**src/rtl/keccak_chi_iota_inv_pkg.sv**
```systemverilog
// Shared Keccak-200 constants, lane/row indexing, FSM encoding and the forward chi row map.
// Pure declarations; no timing or handshake behaviour.
package keccak_chi_iota_inv_pkg;

    localparam int KW       = 8;
    localparam int KSTATE_W = 25 * KW;
    localparam int NROWS    = 5;

    localparam logic [1:0] ST_IDLE = 2'd0;
    localparam logic [1:0] ST_RUN  = 2'd1;
    localparam logic [1:0] ST_DONE = 2'd2;

    // Bit offset of lane (x,y); row (y,z) bit x lives at lane_base(x,y,w)+z.
    function automatic int lane_base(input int x, input int y, input int w);
        return (5 * x + y) * w;
    endfunction

    function automatic logic [4:0] chi_row(input logic [4:0] a);
        logic [4:0] b;
        b = '0;
        for (int x = 0; x < 5; x++) begin
            b[x] = a[x] ^ (~a[(x + 1) % 5] & a[(x + 2) % 5]);
        end
        return b;
    endfunction

endpackage

```
**src/rtl/keccak_sbox_inv.sv**
```systemverilog
// Inverse of the 5-bit Keccak chi row map; combinational, zero latency.
// No handshake: a pure function of its inputs.
import keccak_chi_iota_inv_pkg::*;

module keccak_sbox_inv (
    input  logic aa,
    input  logic bb,
    input  logic cc,
    input  logic dd,
    input  logic ee,
    output logic ap,
    output logic bp,
    output logic cp,
    output logic dp,
    output logic ep
);

    logic [4:0] row_b;
    logic [4:0] row_a;

    assign row_b = {ee, dd, cc, bb, aa};

    // chi is a bijection on 5 bits, so exactly one preimage matches.
    always_comb begin
        row_a = '0;
        for (int i = 0; i < 32; i++) begin
            if (chi_row(5'(i)) == row_b) begin
                row_a = 5'(i);
            end
        end
    end

    assign {ep, dp, cp, bp, ap} = row_a;

endmodule

```
**src/rtl/keccak_chi_iota_inv.sv**
```systemverilog
// Inverts Keccak-200 chi+iota one z-slice per cycle; output valid W cycles after accept.
// Result held in DONE until OutReadyxSI; no input accepted until back in IDLE.
import keccak_chi_iota_inv_pkg::*;

module keccak_chi_iota_inv #(
    parameter int W = KW
) (
    input  logic              ClkxCI,
    input  logic              RstxRBI,
    input  logic              InValidxSI,
    output logic              InReadyxSO,
    input  logic [25*W-1:0]   StatexDI,
    input  logic [W-1:0]      IotaRCxDI,
    output logic              OutValidxSO,
    input  logic              OutReadyxSI,
    output logic [25*W-1:0]   StatexDO
);

    localparam int STATE_W = 25 * W;
    localparam int CNT_W   = (W > 1) ? $clog2(W) : 1;
    localparam int IDX_W   = $clog2(STATE_W);

    logic [1:0]               fsm_q;
    logic [CNT_W-1:0]         cnt_q;
    logic [STATE_W-1:0]       st_q;
    logic [NROWS-1:0][4:0]    row_cur;
    logic [NROWS-1:0][4:0]    row_new;

    function automatic logic [IDX_W-1:0] slice_idx(input int x, input int y,
                                                   input logic [CNT_W-1:0] z);
        return IDX_W'(lane_base(x, y, W)) + IDX_W'(z);
    endfunction

    always_comb begin
        row_cur = '0;
        for (int y = 0; y < NROWS; y++) begin
            for (int x = 0; x < 5; x++) begin
                row_cur[y][x] = st_q[slice_idx(x, y, cnt_q)];
            end
        end
    end

    for (genvar y = 0; y < NROWS; y++) begin : g_row
        keccak_sbox_inv u_sbox (
            .aa(row_cur[y][0]),
            .bb(row_cur[y][1]),
            .cc(row_cur[y][2]),
            .dd(row_cur[y][3]),
            .ee(row_cur[y][4]),
            .ap(row_new[y][0]),
            .bp(row_new[y][1]),
            .cp(row_new[y][2]),
            .dp(row_new[y][3]),
            .ep(row_new[y][4])
        );
    end

    always_ff @(posedge ClkxCI or negedge RstxRBI) begin
        if (!RstxRBI) begin
            fsm_q <= ST_IDLE;
            cnt_q <= '0;
            st_q  <= '0;
        end else begin
            case (fsm_q)
                ST_IDLE: begin
                    if (InValidxSI) begin
                        // Iota only touched lane (0,0), so undo it on load.
                        st_q  <= StatexDI ^ {{(STATE_W - W){1'b0}}, IotaRCxDI};
                        cnt_q <= '0;
                        fsm_q <= ST_RUN;
                    end
                end
                ST_RUN: begin
                    for (int y = 0; y < NROWS; y++) begin
                        for (int x = 0; x < 5; x++) begin
                            st_q[slice_idx(x, y, cnt_q)] <= row_new[y][x];
                        end
                    end
                    if (cnt_q == CNT_W'(W - 1)) begin
                        cnt_q <= '0;
                        fsm_q <= ST_DONE;
                    end else begin
                        cnt_q <= cnt_q + CNT_W'(1);
                    end
                end
                ST_DONE: begin
                    if (OutReadyxSI) begin
                        fsm_q <= ST_IDLE;
                    end
                end
                default: fsm_q <= ST_IDLE;
            endcase
        end
    end

    assign InReadyxSO  = (fsm_q == ST_IDLE);
    assign OutValidxSO = (fsm_q == ST_DONE);
    assign StatexDO    = st_q;

endmodule

```
**config.mk**
```make
export PLATFORM = sky130hd
export DESIGN_NAME = keccak_chi_iota_inv
export DESIGN_NICKNAME = d
export VERILOG_FILES = /design/src/rtl/keccak_chi_iota_inv_pkg.sv /design/src/rtl/keccak_sbox_inv.sv /design/src/rtl/keccak_chi_iota_inv.sv
export SDC_FILE = /design/constraint.sdc
export NUM_CORES = 1
export LEC_CHECK = 0
export CORE_MARGIN = 5
export CORE_UTILIZATION = 23
export DETAILED_ROUTE_END_ITERATION = 8
export PLACE_DENSITY = 0.56
export SYNTH_ARGS = -nofsm -noshare
export SYNTH_HDL_FRONTEND = slang
export SYNTH_HIERARCHICAL = 1
export SYNTH_SLANG_ARGS = --single-unit
```
**constraint.sdc**
```tcl
create_clock -name ClkxCI -period 6.4 [get_ports ClkxCI]
set_input_delay 0.96 -clock ClkxCI [delete_from_list [all_inputs] [get_ports ClkxCI]]
set_output_delay 0.96 -clock ClkxCI [all_outputs]
set_load 0.02 [all_outputs]
```
==> results_dict.tcl, run 1 <==
set metrics [dict create \
    start_util 0.232 \
    clk_latency_ns 0.55 \
    seq_area_frac_synth 0.410 \
    htree_levels 1 \
    ant_nets 0 \
    grt_antenna_before_repair 8 \
    tightest_slew_ns 1.15 \
    port_buffers 413 \
    io_pins 414 \
    synth-async-reset-ratio 1.00 \
    postSynthRegisterBits 205 \
    die_h_um 243 \
    clock-sinks 205 \
    viasPerCell 5.07 \
    clockBufferDepth 3 \
    synth_top_cell_by_area "dfrtp_1" \
    path_clk_slew_ns 0.06 \
    cts_buffers 26 \
    dieArea_um2 59200 \
    critPathArrivalTime_ns 4.31 \
    ys_types 32 \
    grt_pass1_wl_um 83300 \
    post_cts_resized 0 \
    dp_hpwl_um 40800 \
    met2WireLength_um 28800 \
    gr-total-overflow 0 \
    avgSynthCellArea_um2 13.0 \
    layout-drive-gt1-share 0.246 \
    place.gp.congestion 0.781 \
    hold_path.class "in2async" \
    synth.top_cells.by_count "205 x dfrtp_1, 195 x a22o_1, 190 x mux2_2" \
    num_vias 10335 \
    drcViolationCount 0 \
    finClkSkew_ns 0.0121 \
    worst_path_most_repeated_cell "mux2_2" \
    maxSlewHeadroom 0.234 \
    cts_tree "built" \
    drtIter0Drc 623 \
    nFillCells 5357 \
    vdd_drop_max_uv 298 \
    grt_pass1_vias 11338 \
    synth_edf_count 0 \
    synth_nets 1176 \
    cts-root-buf "clkbuf_16" \
    multiInputGateArea_um2 6850 \
    p_per_area_nw_per_um2 601 \
    avgRoutedWirePerCell_um 28.7 \
    tns_ns 0 \
    synth_flop_cell "dfrtp_1" \
    max_freq_ghz 0.258 \
    netlist_area_um2 12500 \
    worst-setup-path-type "reg2reg" \
    critPathMaxStageDelay_ns 0.78 \
    area_growth_pct 44.8 \
    cp.required_ns 6.83 \
    grt_max_degree 152 \
    cp-end-kind "register" \
    startpoint_type "register" \
    finalHoldViolCount 0 \
    finalCritPeriodShare 0.606 \
    setup_viol 0 \
    ff_latch_area_um2 5140 \
    fin_hold_ws_ns 0.387 \
    synthTopCellsByArea "dfrtp_1 41%, mux2_2 17%, a22o_1 14%" \
    critical-path-top-delay-family "multiplexers" \
    power_mw 10.9 \
    yosys.cell_count.top_type "dfrtp_1" \
    final_nets 1529 \
    slew_violations 0 \
    post_cts_buffers 0 \
    highest_layer "met5" \
    yosysWarningCount 6 \
    crit_buf_inv 1 \
    fp.coreArea_um2 53900 \
    period_minus_slack_ns 3.88 \
    yosys.area.top_type_share 0.410 \
    hold_buffers 0 \
    postSynthCellCount 962 \
    routed_wirelength_um 58500 \
    status "finished clean" \
    rsz0062_at_grt "false" \
    row_count 85 \
    gr-usage-all-layers 0.189 \
    leakage_nw 7.53 \
    cp_slowest_cell "dfrtp_4" \
    max-cap-violations 0 \
    met1_length_um 24600 \
    crit_chain "buf_4 > mux4_2 > mux2_2 > and2b_1 > mux2i_1 > xnor2_1 > and3b_1 > a22o_1 > mux2_2" \
    wl_met3_um 3240 \
    die_w_um 243 \
    crit_path_max_fanout 27 \
    first_pass_iters 5 \
]
-- cell usage in the layout (no fill, tap or decap), drive strengths merged, types with 7 or more instances in the layout --
cell type and n:
a22o 195, and2b 15, and3b 27, buf 21
clkbuf 38, clkdlybuf4s50 412, dfrtp 205, diode 7
mux2 226, mux2i 26, mux4 50, nor2 28
nor2b 12, o21ai 8, o22ai 8, xnor2 33
-- report_power, final --
part           total (mW)  switching (mW)  internal [mW]
clock network        1.62           0.641          0.982
registers            2.35           0.574           1.78
logic                6.91            3.87           3.04
-- registers in the layout, summed over array words and instances (netlist names) --
signal / cells
StatexDO: 200
cnt_q: 3
fsm_q: 2
-- metal layers --
layer / global-route usage / up-vias
li1: - / 4426
met5: 0 / -
met2: 0.320 / 372
met3: 0.0386 / 82
met1: 0.242 / 5453
met4: 0.0634 / 2
-- final timing paths --
| path | start | end | slack, ns | cells after the start |
|---|---|---|---|---|
| setup / recovery | cnt_q[0] | StatexDO[119] | 2.52 | 9 |
| max in group asynchronous | RstxRBI | cnt_q[0] | 4.61 | 2 |
| setup reg to reg | cnt_q[0] | StatexDO[119] | 2.52 | 9 |
| hold / removal | RstxRBI | StatexDO[53] | 0.39 | 1 |
| min in group ClkxCI | StatexDO[55] | StatexDO[55] | 0.52 | 1 |
| hold reg to reg | StatexDO[55] | StatexDO[55] | 0.52 | 1 |
-- per-stage QoR --
| step | cells | instance area [um^2] | setup WS, ns | utilization |
|---|---|---|---|---|
| 2_1_floorplan | 962 | 12500 | 3.34 | - |
| 3_3_place_gp | 1983 | 17200 | 2.47 | 0.319 |
| 3_5_place_dp | 1983 | 17200 | 2.44 | 0.319 |
| 4_1_cts | 2031 | 18100 | 2.41 | 0.336 |
| 5_1_grt | 2037 | 18100 | 2.26 | 0.336 |
| 6_report | 2038 | 18100 | 2.52 | 0.336 |
-- cell type report --
class / count / share of cell area
Multi-Input combinational cell: 647 / 0.378
Sequential cell: 205 / 0.283
Timing Repair Buffer: 433 / 0.238
Tap cell: 696 / 0.0480
Clock buffer: 38 / 0.0440
Clock inverter: 10 / 0.00738
Antenna cell: 7 / 0.000966
Inverter: 2 / 0.000414
-- logic make-up after synthesis --
logic type	after synthesis	share of synthesized area
mux	302	0.314
compound gates	212	0.151
flops	205	0.410
buf+inv	110	0.0465
simple gates	98	0.0537
xor+xnor	33	0.0231
fa+ha+maj	2	0.00200
(Power assumes the default switching activity.)
==> run 2: changes to the inputs <==
clock period = 3.85 ns   (was 6.4 ns; I/O delays follow)
==> run 2 against run 1 <==
  * Utilization increased by 0.25 points
  * Critical endpoint is now StatexDO[26]
  * Final cell count rose by 0.15%
  * Critical path type unchanged
  * Combinational power rose by 72%
  * Highest routed layer is now met4
==> results_dict.tcl, run 2 (synthesis gave the netlist of run 1 again) <==
set metrics [dict create \
    fp.coreArea_um2 53900 \
    routed_wirelength_um 58000 \
    grt_max_degree 103 \
    max_freq_ghz 0.289 \
    rsz0062_at_grt "false" \
    first_pass_iters 5 \
    cts_tree "built" \
    tightest_slew_ns 1.04 \
    hold_buffers 0 \
    dp_hpwl_um 41700 \
    cts-root-buf "clkbuf_16" \
    placed_area_um2 17400 \
    layout_commonest_cell "clkdlybuf4s50_1" \
    crit_path_max_fanout 30 \
    row_count 85 \
    maxSlewHeadroom 0.310 \
    slew_violations 0 \
    drcViolationCount 0 \
    start_util 0.232 \
    critPathArrivalTime_ns 3.89 \
    seqPwrFrac 0.208 \
    post_cts_resized 0 \
    post_cts_buffers 0 \
    design_area_um2 18300 \
    leakage_nw 7.59 \
    power_mw 18.1 \
    dieArea_um2 59200 \
    layout-drive-gt1-share 0.249 \
    grt_antenna_before_repair 6 \
    worst-setup-path-type "reg2reg" \
    p_clk_frac 0.135 \
    switching_share 0.463 \
    die_w_um 243 \
    clk_latency_ns 0.55 \
    final_nets 1539 \
    fin_hold_ws_ns 0.0723 \
    htree_levels 1 \
    ant_nets 0 \
    internal-power_mw 9.69 \
    combPwrFrac 0.657 \
    hold_path.class "in2async" \
    die_h_um 243 \
    cp.required_ns 4.27 \
    max-cap-violations 0 \
    crit_path_start "cnt_q[0]" \
    gr-usage-all-layers 0.188 \
    cp-end-kind "register" \
    path_clk_slew_ns 0.06 \
    finalNonFillerCells 2041 \
    place_inst 1994 \
    grt_pass1_vias 11337 \
    area_growth_pct 45.9 \
    cts_buffers 25 \
    grt_pass1_wl_um 82700 \
    status "finished clean" \
    finalHoldViolCount 0 \
    tns_ns 0 \
    finalCritPeriodShare 0.900 \
    clock-sinks 205 \
    finClkSkew_ns 0.0121 \
    gr-total-overflow 0 \
    switchingPower_mw 8.36 \
    viasPerCell 5.05 \
    layout_common_cells "412 x clkdlybuf4s50_1, 202 x dfrtp_1, 195 x a22o_1" \
    setup_viol 0 \
    place.gp.congestion 0.807 \
    io_pins 414 \
    num_vias 10310 \
    avgRoutedWirePerCell_um 28.4 \
    port_buffers 413 \
    vdd_drop_max_uv 373 \
    largest_reg_flops 200 \
    period_minus_slack_ns 3.47 \
    startpoint_type "register" \
    p_per_area_nw_per_um2 988 \
    drtIter0Drc 531 \
    r2r_start "cnt_q[0]" \
    clockBufferDepth 3 \
]
-- run 2: cell types whose count changed in the layout (fill, tap and decap cells not counted) --
cell / before / now
buf_12: 2 / 15
buf_4: 18 / 16
bufinv_16: 3 / 2
clkbuf_1: 3 / 4
clkbuf_16: 27 / 25
clkinv_2: 4 / 3
clkinvlp_4: 2 / 0
diode_2: 7 / 5
inv_6: 1 / 0
-- run 2: layer usage --
layer / vias up / part of all wire / wire [um] / global-route usage
met2: 384 / 0.50 / 29000 / 0.326
li1: 4446 / - / - / -
met5: - / 0 / 0 / 0
met4: 0 / 0.033 / 1890 / 0.0617
met1: 5388 / 0.42 / 24100 / 0.237
met3: 92 / 0.050 / 2920 / 0.0332
-- run 2: final cells by class --
cell class | count | area (um^2)
multi-input combinational | 647 | 6850
sequential | 205 | 5140
tap | 696 | 871
timing repair buffer | 444 | 4560
clock inverter | 5 | 75.1
antenna | 5 | 12.5
fill | 5339 | 35700
clock buffer | 37 | 751
inverter | 2 | 7.51
-- run 2: power groups by stage --
stage	combinational (mW)	sequential [mW]	clock [mW]
6_report	11.9	3.75	2.44
4_1_cts	12.0	3.75	2.50
3_5_place_dp	12.0	3.78	0
3_3_place_gp	11.9	3.77	0
2_1_floorplan	6.63	4.37	0
5_1_grt	12.6	3.86	2.58
-- run 2: through the flow --
stage / util / worst slack [ns]
after floorplan: - / 0.786
after global placement: 0.323 / 0.366
after detailed placement: 0.323 / 0.394
after CTS: 0.338 / 0.368
after global routing: 0.339 / 0.229
final: 0.339 / 0.385
-- run 2: path summary, 6_finish.rpt --
| kind | endpoint | slack (ns) | cells past startpoint |
|---|---|---|---|
| max | StatexDO[26] | 0.38 | 9 |
| min | StatexDO[73] | 0.07 | 1 |
| max reg2reg | StatexDO[26] | 0.38 | 9 |
| min reg2reg | StatexDO[4] | 0.51 | 1 |
| max in group asynchronous | StatexDO[92] | 2.79 | 2 |
| min in group ClkxCI | StatexDO[4] | 0.51 | 1 |
-- run 2: critical path, stage by stage (launching register included) --
cell and delay [ns]:
dfrtp_4 0.60, buf_12 0.27, mux4_2 0.55, mux2_2 0.37, and2b_1 0.21, mux2i_1 0.33, xnor2_1 0.11, and3b_1 0.31
a22o_1 0.25, mux2_1 0.30
==> run 3: changes to the inputs <==
clock period = 4.3 ns   (was 3.85 ns; I/O delays follow)
==> run 3 against run 2 <==
  * Total power fell by 12%
  * Fmax fell by 5.1%
  * Sequential power fell by 6.9%
  * First-iteration DRC count decreased by 3.4%
  * Register-to-register slack better by 0.26 ns
  * Final area decreased by 1.2%
  * Clock skew increased by 0.0038 ns
  * Sequential cell count stayed put
  * Critical endpoint is now StatexDO[10]
  * Largest power group unchanged
  * Highest routed layer unchanged
==> results_dict.tcl, run 3 (synthesis gave the netlist of run 1 again) <==
set metrics [dict create \
    grt_pass1_wl_um 82000 \
    vdd_drop_max_uv 365 \
    p_per_area_nw_per_um2 883 \
    layout_common_cells "412 x clkdlybuf4s50_1, 202 x dfrtp_1, 195 x a22o_1" \
    post_cts_buffers 0 \
    layout_commonest_cell "clkdlybuf4s50_1" \
    port_buffers 413 \
    ff_latch_area_um2 5140 \
    finalHoldViolCount 0 \
    io_pins 414 \
    cp-end-kind "register" \
    cts_tree "built" \
    place_inst 1991 \
    cts_buffers 25 \
    die_w_um 243 \
    worst-setup-path-type "reg2reg" \
    gr-usage-all-layers 0.187 \
    clk_latency_ns 0.55 \
    post_cts_resized 0 \
    maxSlewHeadroom 0.205 \
    grt_antenna_before_repair 5 \
    nFillCells 5352 \
    place.gp.congestion 0.792 \
    avgRoutedWirePerCell_um 28.6 \
    grt_pass1_vias 11126 \
    layout-drive-gt1-share 0.246 \
    ant_nets 0 \
    slew_violations 0 \
    grt_max_degree 94 \
    cts-root-buf "clkbuf_16" \
    setup_ws_ns 0.648 \
    critPathArrivalTime_ns 4.08 \
    viasPerCell 5.06 \
    row_count 85 \
    gr-total-overflow 0 \
    status "finished clean" \
    routed_wirelength_um 58300 \
    leakage_nw 7.51 \
    finalCritPeriodShare 0.849 \
    htree_levels 1 \
    dp_hpwl_um 41100 \
    num_vias 10304 \
    cp.required_ns 4.73 \
    finalNonFillerCells 2038 \
    multiInputGateArea_um2 6850 \
    hold_path.class "in2async" \
    rsz0062_at_grt "false" \
    fp.coreArea_um2 53900 \
    max_freq_ghz 0.274 \
    hold_buffers 0 \
    clockBufferDepth 3 \
    crit_path_max_fanout 26 \
    dieArea_um2 59200 \
    max-cap-violations 0 \
    setup_viol 0 \
    pre_cts_slack_ns 0.580 \
    largest_reg_flops 200 \
    first_pass_iters 5 \
    path_clk_slew_ns 0.06 \
    clock-sinks 205 \
    die_h_um 243 \
    period_minus_slack_ns 3.65 \
    drtIter0Drc 513 \
    start_util 0.232 \
    drcViolationCount 0 \
    final_nets 1536 \
    tightest_slew_ns 1.19 \
    finClkSkew_ns 0.0160 \
    area_growth_pct 44.2 \
    tns_ns 0 \
    startpoint_type "register" \
]
-- run 3: metal layers --
layer	track usage	vias up	wire length, um
met5	0	-	0
met4	0.0519	0	1470
met3	0.0377	72	3330
met2	0.324	364	28900
met1	0.239	5431	24600
li1	-	4437	-
-- run 3: worst max-delay path, stage by stage (launching register included) --
cell and delay (ns):
dfrtp_4 0.74, buf_12 0.29, mux4_2 0.52, mux2_2 0.36, nor2b_1 0.23, mux2i_1 0.31
xnor2_1 0.12, and3b_1 0.36, a22o_1 0.27, mux2_1 0.29
-- run 3: final cells by class --
| type | count | area share |
|---|---|---|
| flip-flops and latches | 205 | 0.285 |
| repair buffers | 441 | 0.244 |
| multi-input cells | 647 | 0.379 |
| inverters | 2 | 0.000416 |
| clock buffers | 36 | 0.0386 |
| well taps | 696 | 0.0482 |
| clock inverters | 9 | 0.00471 |
| diodes | 2 | 0.000277 |
-- run 3: through the flow --
stage	utilization	hold slack, ns	instance area (um^2)	power [mW]
6_report	0.335	0.112	18100	15.9
5_1_grt	0.335	0.157	18100	16.8
4_1_cts	0.335	0.157	18000	16.1
3_5_place_dp	0.320	0.503	17300	14.0
3_3_place_gp	0.320	0.489	17300	13.9
2_1_floorplan	-	0.349	12500	9.85
-- run 3: worst paths after layout --
kind,start,to,slack [ns],cells past startpoint
max,cnt_q[0],StatexDO[10],0.65,9
min,RstxRBI,StatexDO[4],0.11,1
max reg2reg,cnt_q[0],StatexDO[10],0.65,9
min reg2reg,StatexDO[57],StatexDO[57],0.52,1
max in group asynchronous,RstxRBI,StatexDO[116],3.06,2
min in group ClkxCI,StatexDO[57],StatexDO[57],0.52,1
-- run 3: power breakdown --
part	total, mW	internal, mW	switching [mW]
sequential	3.49	2.65	0.838
combinational	10.4	4.59	5.76
clock	2.10	1.19	0.910
total	15.9	8.43	7.51
